===== src/rtl/video_stream_packer_pkg.sv =====
// Shared constants and types for the RGB888 -> 32-bit AXI-Stream packer.
package video_stream_packer_pkg;

    localparam int DEFAULT_PIX_PER_LINE = 640;
    localparam int DEFAULT_LINES        = 480;

    // Position of the current pixel inside its 4-pixel / 3-word group.
    typedef enum logic [1:0] {
        PH0 = 2'd0,
        PH1 = 2'd1,
        PH2 = 2'd2,
        PH3 = 2'd3
    } phase_t;

endpackage


===== src/rtl/video_stream_packer.sv =====
// Packs a 24-bit pixel stream into 32-bit AXI-Stream words, three words per
// four pixels, with start-of-frame on tuser and end-of-line on tlast.
module video_stream_packer
    import video_stream_packer_pkg::*;
#(
    parameter int PIX_PER_LINE = DEFAULT_PIX_PER_LINE,
    parameter int LINES        = DEFAULT_LINES
) (
    input  logic        out_stream_aclk,
    input  logic        axi_resetn,
    input  logic [7:0]  pix_r,
    input  logic [7:0]  pix_g,
    input  logic [7:0]  pix_b,
    input  logic        pix_valid,
    output logic        pix_ready,
    output logic [31:0] out_stream_tdata,
    output logic        out_stream_tvalid,
    input  logic        out_stream_tready,
    output logic        out_stream_tuser,
    output logic        out_stream_tlast,
    output logic [3:0]  out_stream_tkeep,
    output logic [15:0] frame_count
);

    localparam int XW = $clog2(PIX_PER_LINE);
    localparam int YW = (LINES > 1) ? $clog2(LINES) : 1;
    localparam logic [XW-1:0] X_LAST = XW'(PIX_PER_LINE - 1);
    localparam logic [YW-1:0] Y_LAST = YW'(LINES - 1);

    phase_t        phase_q, phase_d;
    logic [23:0]   residue_q, residue_d;
    logic [XW-1:0] x_q, x_d;
    logic [YW-1:0] y_q, y_d;
    logic [31:0]   tdata_q, tdata_d;
    logic          tvalid_q, tvalid_d;
    logic          tuser_q, tuser_d;
    logic          tlast_q, tlast_d;
    logic [15:0]   frameCount_q, frameCount_d;

    logic          accept;
    logic          wordLoad;
    logic [31:0]   word;

    // Stalled only while a word is held and downstream refuses it.
    assign pix_ready = !tvalid_q || out_stream_tready;
    assign accept    = pix_valid && pix_ready;

    always_comb begin
        phase_d      = phase_q;
        residue_d    = residue_q;
        x_d          = x_q;
        y_d          = y_q;
        tdata_d      = tdata_q;
        tvalid_d     = tvalid_q;
        tuser_d      = tuser_q;
        tlast_d      = tlast_q;
        frameCount_d = frameCount_q;
        wordLoad     = 1'b0;
        word         = '0;

        if (tvalid_q && out_stream_tready) begin
            tvalid_d = 1'b0;
        end

        if (accept) begin
            // Residue is kept right-aligned so the oldest byte lands in word bits 7:0.
            case (phase_q)
                PH0: begin
                    residue_d = {pix_b, pix_g, pix_r};
                end
                PH1: begin
                    word      = {pix_r, residue_q};
                    residue_d = {8'h00, pix_b, pix_g};
                    wordLoad  = 1'b1;
                end
                PH2: begin
                    word      = {pix_g, pix_r, residue_q[15:0]};
                    residue_d = {16'h0000, pix_b};
                    wordLoad  = 1'b1;
                end
                PH3: begin
                    word      = {pix_b, pix_g, pix_r, residue_q[7:0]};
                    residue_d = '0;
                    wordLoad  = 1'b1;
                end
                default: ;
            endcase
            phase_d = phase_t'(phase_q + 2'd1);

            if (wordLoad) begin
                tdata_d  = word;
                tvalid_d = 1'b1;
                tuser_d  = (x_q == XW'(1)) && (y_q == '0);
                tlast_d  = (x_q == X_LAST);
            end

            if (x_q == X_LAST) begin
                x_d     = '0;
                phase_d = PH0;
                if (y_q == Y_LAST) begin
                    y_d          = '0;
                    frameCount_d = frameCount_q + 16'd1;
                end else begin
                    y_d = y_q + YW'(1);
                end
            end else begin
                x_d = x_q + XW'(1);
            end
        end
    end

    always_ff @(posedge out_stream_aclk or negedge axi_resetn) begin
        if (!axi_resetn) begin
            phase_q      <= PH0;
            residue_q    <= '0;
            x_q          <= '0;
            y_q          <= '0;
            tdata_q      <= '0;
            tvalid_q     <= 1'b0;
            tuser_q      <= 1'b0;
            tlast_q      <= 1'b0;
            frameCount_q <= '0;
        end else begin
            phase_q      <= phase_d;
            residue_q    <= residue_d;
            x_q          <= x_d;
            y_q          <= y_d;
            tdata_q      <= tdata_d;
            tvalid_q     <= tvalid_d;
            tuser_q      <= tuser_d;
            tlast_q      <= tlast_d;
            frameCount_q <= frameCount_d;
        end
    end

    assign out_stream_tdata  = tdata_q;
    assign out_stream_tvalid = tvalid_q;
    assign out_stream_tuser  = tuser_q;
    assign out_stream_tlast  = tlast_q;
    assign out_stream_tkeep  = 4'hF;
    assign frame_count       = frameCount_q;

endmodule


===== config.mk =====
export PLATFORM = sky130hd
export DESIGN_NAME = video_stream_packer
export DESIGN_NICKNAME = d
export VERILOG_FILES = /design/src/rtl/video_stream_packer_pkg.sv /design/src/rtl/video_stream_packer.sv
export SDC_FILE = /design/constraint.sdc
export NUM_CORES = 1
export LEC_CHECK = 0
export ABC_CLOCK_PERIOD_IN_PS = 2500
export BUFFER_PORTS_ARGS = -buffer_cell sky130_fd_sc_hd__buf_2
export CORE_AREA = 3 3 95 97
export CTS_CLUSTER_DIAMETER = 30
export DETAILED_ROUTE_END_ITERATION = 16
export DIE_AREA = 0 0 98 100
export HOLD_SLACK_MARGIN = 0.03
export PLACE_DENSITY = 0.79
export SYNTH_ARGS = -nofsm -noshare
export SYNTH_HDL_FRONTEND = slang
export SYNTH_SLANG_ARGS = --single-unit

===== constraint.sdc =====
create_clock -name out_stream_aclk -period 2.5 [get_ports out_stream_aclk]
set_input_delay 0.125 -clock out_stream_aclk [delete_from_list [all_inputs] [get_ports out_stream_aclk]]
set_output_delay 0.125 -clock out_stream_aclk [all_outputs]
set_load 0.005 [all_outputs]

# Yosys cells after proc, flatten, opt, wreduce, memory -nomap -nowiden
# Index checks and enable logic that the tools add are counted.
dict set report op_classes {
  addsub 4
  n_eq_ne 6
  n_mux 10
  reduce_logical 11
}
# op count
set op_table {}
lappend op_table {{case mux 24 bit (4 select lines)} 1}
lappend op_table {{case mux 32 bit (3 select lines)} 1}
lappend op_table {{adder 16 x 1 -> 16 bit, second input constant} 1}
lappend op_table {{adder 10 x 1 -> 10 bit, second input constant} 1}
lappend op_table {{== test 10 x 1 -> 1 bit, second input constant} 1}
lappend op_table {{== test 10 bit, second input constant} 1}
lappend op_table {{2-to-1 mux 10 bit} 1}
lappend op_table {{adder 9 x 1 -> 9 bit, second input constant} 1}
lappend op_table {{== test 9 bit, second input constant} 1}
lappend op_table {{zero test 9 bit} 1}
lappend op_table {{2-to-1 mux 9 bit} 1}
lappend op_table {{2-to-1 mux 1 bit} 5}
lappend op_table {{== test 2 bit, second input constant} 2}
lappend op_table {{AND reduction 2 bit} 2}
lappend op_table {{logical AND 1 bit} 3}
lappend op_table {{AND reduction 3 bit} 1}
lappend op_table {{OR reduction 3 bit} 1}
lappend op_table {{adder 2 x 1 -> 2 bit, second input constant} 1}
lappend op_table {{== test 2 x 1 -> 1 bit, second input constant} 1}
lappend op_table {{zero test 2 bit} 1}
lappend op_table {{2-to-1 mux 2 bit} 1}
lappend op_table {{zero test 1 bit} 1}
lappend op_table {{logical OR 1 bit} 1}
dict set report word_totals {
  reg_bits 96
  inputBits 28
  out_inout_bits 56
  elab_cells 40
}

# Logic depth before layout (Yosys ltp)
# Gate-level depths: netlist of run 1.
dict set report logic_depth {
  ltp_word 6
  depth_mapped 8
  mapped_depth_nobuf 6
}

# Least setup slack after synthesis of run 1
# OpenSTA, ideal clock, no wires.
dict set report synth_path {
  path_type {reg2reg}
  startpoint {reg x_q[8]}
  endpoint {reg y_q[7]}
  setup_ns 0.127
  arrival_ns 1.825
  required_ns 2.373
  slack_ns 0.548
  stages_incl_launch_ff 7
  cell_sequence {dfrtp_1 -> nand4bb_4 -> or3_1 -> buf_2 -> or4_4 -> o211ai_2 -> o31ai_1}
}
dict set report synth_between {
  elab_chain_cells 2
}
# element line_no
set synth_lines {}
lappend synth_lines {{from (decl)} video_stream_packer.sv:32} ;# logic [XW-1:0] x_q, x_d;
lappend synth_lines {{from (signal assigned)} video_stream_packer.sv:116} ;# x_q <= '0;
lappend synth_lines {{from (signal assigned)} video_stream_packer.sv:126} ;# x_q <= x_d;
lappend synth_lines {{== test 10 bit} video_stream_packer.sv:97} ;# if (x_q == X_LAST) begin
lappend synth_lines {{AND reduction 2 bit (no source line)} -}
lappend synth_lines {{to (signal assigned)} video_stream_packer.sv:127} ;# y_q <= y_d;
lappend synth_lines {{to (decl)} video_stream_packer.sv:33} ;# logic [YW-1:0] y_q, y_d;
# Every way passes these cells.
# A chain may end at the register's enable or synchronous reset.

# Final worst setup path of run 1
dict set report layout_path {
  startpoint {reg x_q[0]}
  endpoint {reg y_q[7]}
}
# Same word-level chain as after synthesis.

==> flow_summary.toml, run 1 <==
[status]
status = "finished clean"

[logic_synthesis]
synth_area_leader_cell = "dfrtp_1"
synth_top_cells_by_area = "dfrtp_1 52%, nand2_1 6.7%, o31ai_1 4.2%"
synth_commonest_cells = "96 x dfrtp_1, 83 x nand2_1, 32 x nor2_1"
synth_area_sq_um = 4630
syn_inst = 478
async_reset_ff_share_pct = 100
avgSynthCellArea_sq_um = 9.68
yosysWarnings = 0
ys_seq_elements = 96
ys_seq_area_share_pct = 51.9
synth_top_area_share_pct = 51.9
post-synth-top-count-cell = "dfrtp_1"
synth_edf_count = 0
ys_types = 43
synth_flop_cell = "dfrtp_1"

[critical_path]
ff2ff_path_depth = 6
cp_max_fo = 8
rrSetupSlack_ns = 0.40
worst_r2r_startpoint = "x_q[0]"
reg2reg_to = "y_q[7]"
critPathLaunch = "x_q[0]"
critPathCapture = "y_q[7]"
crit_path_start_kind = "register"
crit_required_ns = 2.77
end_kind = "register"
arrival_ns = 2.37
critPathKind = "reg -> reg"

[route]
routed_wl_mm = 11.2
via_count = 3787
postRouteAntennaNets = 0
firstDrtPassIters = 7
remaining_drc_errors = 0
wl_per_cell_um = 17.0
dr.first_iter.drc_count = 539
vias_per_cell = 5.75

[floorplan]
die_h_um = 100
rows = 33
initial_core_util_pct = 56.3
die_w_um = 98
core_area_sq_um = 8220
dieArea_sq_um = 9800
io_pins = 84

[power]
switching_share_pct = 39.8
leakagePower_nw = 2.56
power.clock.fraction_pct = 18.2
p_seq_share_pct = 44.6
power.density_nw_per_um2 = 999
ir_drop_uv = 579
power.internal_mw = 3.21
p_sw_mw = 2.13
combPwrFrac_pct = 37.2

[final_layout]
fill_cells = 681
nets = 586
areaGrowthSynthToFinish_pct = 15.6
drive_gt1_share_pct = 21.0
final_cells = 659

[global_routing]
grt_max_degree = 46
grt_pass1_vias = 3696
antenna_found_initial = 1
grt_usage_pct = 23.6
grt_pass1_wl_mm = 18.7
grt.overflow.total = 0

[sta]
rsz0062_at_grt = "no"
clock_skew_ns = 0.0129
hold_viol_final = 0
period_share_pct = 84.0
period_needed_ns = 2.10
drv_slew = 0
finalSetupTns_ns = 0
fmax_ghz = 0.476
finalSetupViolCount = 0
tightest_slew_ns = 0.920
maxSlewHeadroom_pct = 38.7

[placed_design]
place.gp.congestion = 0.948
io_buffers = 79
hpwlAfterDp_mm = 7.92
placedCellCount = 638

[cts]
cts_tree = "yes"
cts_buffers = 9
htreeDepth = 3
clock_latency_ns = 0.37
clock-sinks = 96
clock-root-buffer = "clkbuf_8"
cts_buffer_depth = 2
path_clk_slew_ns = 0.11

[run]
drv_cap = 0

[min_path]
min_path_type = "in -> reg"
[layer usage]
metal	part of all wire (%)	vias up	GRT usage [%]
li1	-	1848	-
met3	5.1	17	3.47
met1	47	1808	35.5
met4	1.4	0	7.67
met5	0	-	0
met2	47	114	35.4
[worst min-delay path by stage]
stage,start,end,slack [ns],cells after the start
final,pix_b[1],residue_q[17],0.04,3
after global routing,pix_b[4],residue_q[20],0.05,3
after CTS,pix_b[1],residue_q[17],0.03,3
after detailed placement,axi_resetn,out_stream_tdata[25],0.17,1
after global placement,axi_resetn,out_stream_tdata[23],0.16,1
after floorplan,axi_resetn,frame_count[0],-0.17,0
[cell usage in the layout (no fill, tap or decap), types with 11 or more instances in the layout]
master     n
nand2_1   83
a22oi_1   16
nand3_1   18
buf_4     11
nor2_1    32
buf_2     78
xnor2_1   16
o31ai_1   26
inv_1     11
a21oi_1   18
a222oi_1  16
nand4_1   14
dfrtp_1   96
o21ai_0   24
[per-stage QoR]
step	area, sq um	hold slack, ns	worst slack [ns]	utilization [%]	power (mW)
after floorplan	4640	-0.171	0.548	-	3.63
after global placement	5120	0.158	0.531	62.3	4.29
after detailed placement	5120	0.170	0.434	62.3	4.39
after CTS	5340	0.0335	0.422	65.0	5.36
after global routing	5350	0.0461	0.209	65.1	5.74
final	5350	0.0441	0.401	65.1	5.34
[kinds of logic after synthesis]
group,synth area share (%)
simple gates,18.5
compound gates,17.2
flops,51.9
buf+inv,4.60
xor+xnor,4.73
fa+ha+maj,2.70
other cells,0.0811
mux,0.243
[cell type report]
| type | count | area [sq um] | area share (%) |
|---|---|---|---|
| inverters | 12 | 45.0 | 0.843 |
| repair buffers | 95 | 553 | 10.3 |
| well taps | 105 | 131 | 2.46 |
| diodes | 1 | 2.50 | 0.0468 |
| multi-input cells | 334 | 2030 | 37.9 |
| clock inverters | 7 | 61.3 | 1.15 |
| clock buffers | 9 | 124 | 2.32 |
| flip-flops and latches | 96 | 2400 | 44.9 |
[critical path, cell delays in order, from the launching register on]
cell      delay (ns)
dfrtp_1         0.44
ha_1            0.26
inv_1           0.10
or2_0           0.36
or4_4           0.60
o211ai_2        0.15
o31ai_1         0.09
[state kept, by name, indices dropped and copies added, names as in the netlist]
register / cells
out_stream_tlast: 1
x_q: 10
y_q: 9
phase_q: 2
out_stream_tdata: 32
residue_q: 24
out_stream_tvalid: 1
frame_count: 16
out_stream_tuser: 1
[power groups by stage]
stage / clock [mW] / sequential (mW) / combinational [mW]
floorplan: 0 / 2.36 / 1.26
global placement: 0 / 2.38 / 1.92
detailed placement: 0 / 2.41 / 1.98
CTS: 0.991 / 2.37 / 1.99
global route: 1.05 / 2.44 / 2.24
finish: 0.971 / 2.38 / 1.99
[what timing repair did]
action                     4_1_cts  5_1_grt
resized for setup                0        0
setup endpoints to repair        0        0
hold endpoints to repair        46        0
hold buffers                     4        0
buffers inserted                 0        0
(Power assumes the default switching activity.)
==> run 2, diff against run 1 <==
--- a/config.mk
+++ b/config.mk
@@ -5,14 +5,14 @@
 export SDC_FILE = /design/constraint.sdc
 export NUM_CORES = 1
 export LEC_CHECK = 0
-export ABC_CLOCK_PERIOD_IN_PS = 2500
+export ABC_CLOCK_PERIOD_IN_PS = 1700
 export BUFFER_PORTS_ARGS = -buffer_cell sky130_fd_sc_hd__buf_2
-export CORE_AREA = 3 3 95 97
+export CORE_AREA = 3 3 101 103
 export CTS_CLUSTER_DIAMETER = 30
 export DETAILED_ROUTE_END_ITERATION = 16
-export DIE_AREA = 0 0 98 100
+export DIE_AREA = 0 0 104 106
 export HOLD_SLACK_MARGIN = 0.03
-export PLACE_DENSITY = 0.79
+export PLACE_DENSITY = 0.74
 export SYNTH_ARGS = -nofsm -noshare
 export SYNTH_HDL_FRONTEND = slang
 export SYNTH_SLANG_ARGS = --single-unit
==> constraint.sdc (replaced) <==
create_clock -name out_stream_aclk -period 1.7 [get_ports out_stream_aclk]
set_input_delay 0.085 -clock out_stream_aclk [delete_from_list [all_inputs] [get_ports out_stream_aclk]]
set_output_delay 0.085 -clock out_stream_aclk [all_outputs]
set_load 0.005 [all_outputs]
==> run 2 against run 1 <==
Effect of this change: the flow now finishes with violations (setup timing); clock skew is 0.0019 ns lower; worst setup slack worse by 0.51 ns; fmax grew 16%; wire length rose by 8.1%; combinational power rose by 100%; non-clock buffer count increased by 51; register-to-register slack got worse by 0.51 ns; core utilization increased by 0.62 points; die area grew 12%; via count up 11%; first-iteration DRC count fell by 22%; cell area rose by 14%; critical endpoint unchanged; largest cell class unchanged; highest routed layer unchanged.
==> flow_summary.toml, run 2 (synthesis results as in run 1) <==
[cts]
htreeDepth = 3
clock_latency_ns = 0.36
path_clk_slew_ns = 0.10
clock-sinks = 96
clock-root-buffer = "clkbuf_8"
cts_buffers = 9
cts_buffer_depth = 2
cts_tree = "yes"

[floorplan]
rows = 35
io_pins = 84
die_w_um = 104
initial_core_util_pct = 49.8
die_h_um = 106
core_area_sq_um = 9280
dieArea_sq_um = 11000

[critical_path]
end_kind = "register"
critical_path_buf_inv_count = 0
ff2ff_path_depth = 5
crit_path_start_kind = "register"
critPathKind = "reg -> reg"
path_depth = 5
crit_family = "simple AND/OR/NAND/NOR gates"
max_stage_delay_ns = 0.45
crit_required_ns = 1.94
crit_chain = "nand4bb_4 -> or3_4 -> or4_4 -> o211ai_2 -> o31ai_1"
arrival_ns = 2.05
crit_path_top_delay_cell = "or4_4"
cp_max_fo = 4

[global_routing]
grt_pass1_wl_mm = 18.9
antenna_found_initial = 0
grt_max_degree = 97
grt_usage_pct = 21.0
grt.overflow.total = 0
grt_pass1_vias = 3823

[status]
status = "complete, but fails checks"
violations = "setup timing"

[final_layout]
antenna_cells = 0
drive_gt1_share_pct = 32.0
final_cell_mix = "96 x dfrtp_1, 83 x nand2_1, 78 x buf_2, 46 x buf_4, 28 x nor2_1"
areaGrowthSynthToFinish_pct = 31.8
largest_reg_flops = 32
layout_commonest_cell = "dfrtp_1"
nets = 637
final_cells = 733

[sta]
fin_ws_ns = -0.105
period_needed_ns = 1.80
drv_slew = 0
rsz0062_at_grt = "yes"
hold_viol_final = 0
period_share_pct = 106
maxSlewHeadroom_pct = 66.1
finalSetupViolCount = 9
fmax_ghz = 0.554
clock_skew_ns = 0.0109
tightest_slew_ns = 0.509

[placed_design]
io_buffers = 79
place.gp.congestion = 0.890
hpwlAfterDp_mm = 8.17
placedCellCount = 702

[route]
firstDrtPassIters = 6
routed_wl_mm = 12.1
dr.first_iter.drc_count = 422
postRouteAntennaNets = 0
vias_per_cell = 5.72
wl_per_cell_um = 16.5
remaining_drc_errors = 0
via_count = 4192

[power]
p_sw_mw = 3.47
leakagePower_nw = 2.91
switching_share_pct = 39.2
combPwrFrac_pct = 45.3
ir_drop_uv = 611
power.density_nw_per_um2 = 1450
p_seq_share_pct = 39.0
power.clock.fraction_pct = 15.7
power.internal_mw = 5.38
total_power_mw = 8.85

[min_path]
hold_depth = 3
min_path_type = "in -> reg"

[run]
drv_cap = 0
==> run 2: path summary, 6_finish.rpt <==
check	to	slack, ns	startpoint
worst max register to register	y_q[7]	-0.10	x_q[8]
worst max-delay path	y_q[7]	-0.10	x_q[8]
worst min-delay path	residue_q[19]	0.05	pix_b[3]
min in group asynchronous	out_stream_tdata[18]	0.30	axi_resetn
worst min register to register	frame_count[15]	0.48	frame_count[15]
max in group asynchronous	y_q[5]	1.01	axi_resetn
==> run 2: layout make-up <==
type | count | area [sq um]
Inverter | 12 | 45.0
Clock inverter | 7 | 57.6
Tap cell | 129 | 161
Clock buffer | 9 | 124
Multi-Input combinational cell | 334 | 2240
Fill cell | 744 | 3190
Timing Repair Buffer | 146 | 1070
Sequential cell | 96 | 2400
==> run 2: worst min-delay path, cell delays in order <==
cell,delay (ns)
buf_2,0.13
nand3_1,0.10
nand2_1,0.06
==> run 2: power by group through the flow <==
stage | combinational, mW | sequential (mW) | clock (mW)
global placement | 3.25 | 3.43 | 0
floorplan | 1.90 | 3.47 | 0
global route | 4.41 | 3.54 | 1.51
CTS | 3.44 | 3.43 | 1.43
finish | 4.01 | 3.46 | 1.39
detailed placement | 3.34 | 3.46 | 0
==> run 2: repair_timing <==
action,4_1_cts,5_1_grt
gates resized for setup,10,39
buffers inserted,1,4
cloned,0,2
hold buffers,8,0
setup endpoints to repair,56,52
hold endpoints to repair,103,0
pin swaps,2,8
==> run 2: stage by stage <==
step           cell area [sq um]  hold slack (ns)  setup TNS, ns  utilization (%)  worst slack (ns)
2_1_floorplan               4650           -0.211         -0.937                -            -0.252
3_3_place_gp                5490            0.177          -1.51             59.2            -0.155
3_5_place_dp                5490            0.182          -2.69             59.2            -0.176
4_1_cts                     5820           0.0305         -0.483             62.7           -0.0808
5_1_grt                     6100           0.0455          -1.58             65.7            -0.145
6_report                    6100           0.0471         -0.351             65.7            -0.105
==> run 2: metal layers <==
metal | wire [um] | track usage, % | vias up | part of all wire [%]
met3 | 818 | 3.16 | 18 | 6.8
met2 | 5630 | 32.3 | 177 | 46
met5 | 0 | 0 | - | 0
met1 | 5430 | 30.1 | 2041 | 45
li1 | - | - | 1956 | -
met4 | 238 | 8.36 | 0 | 2.0
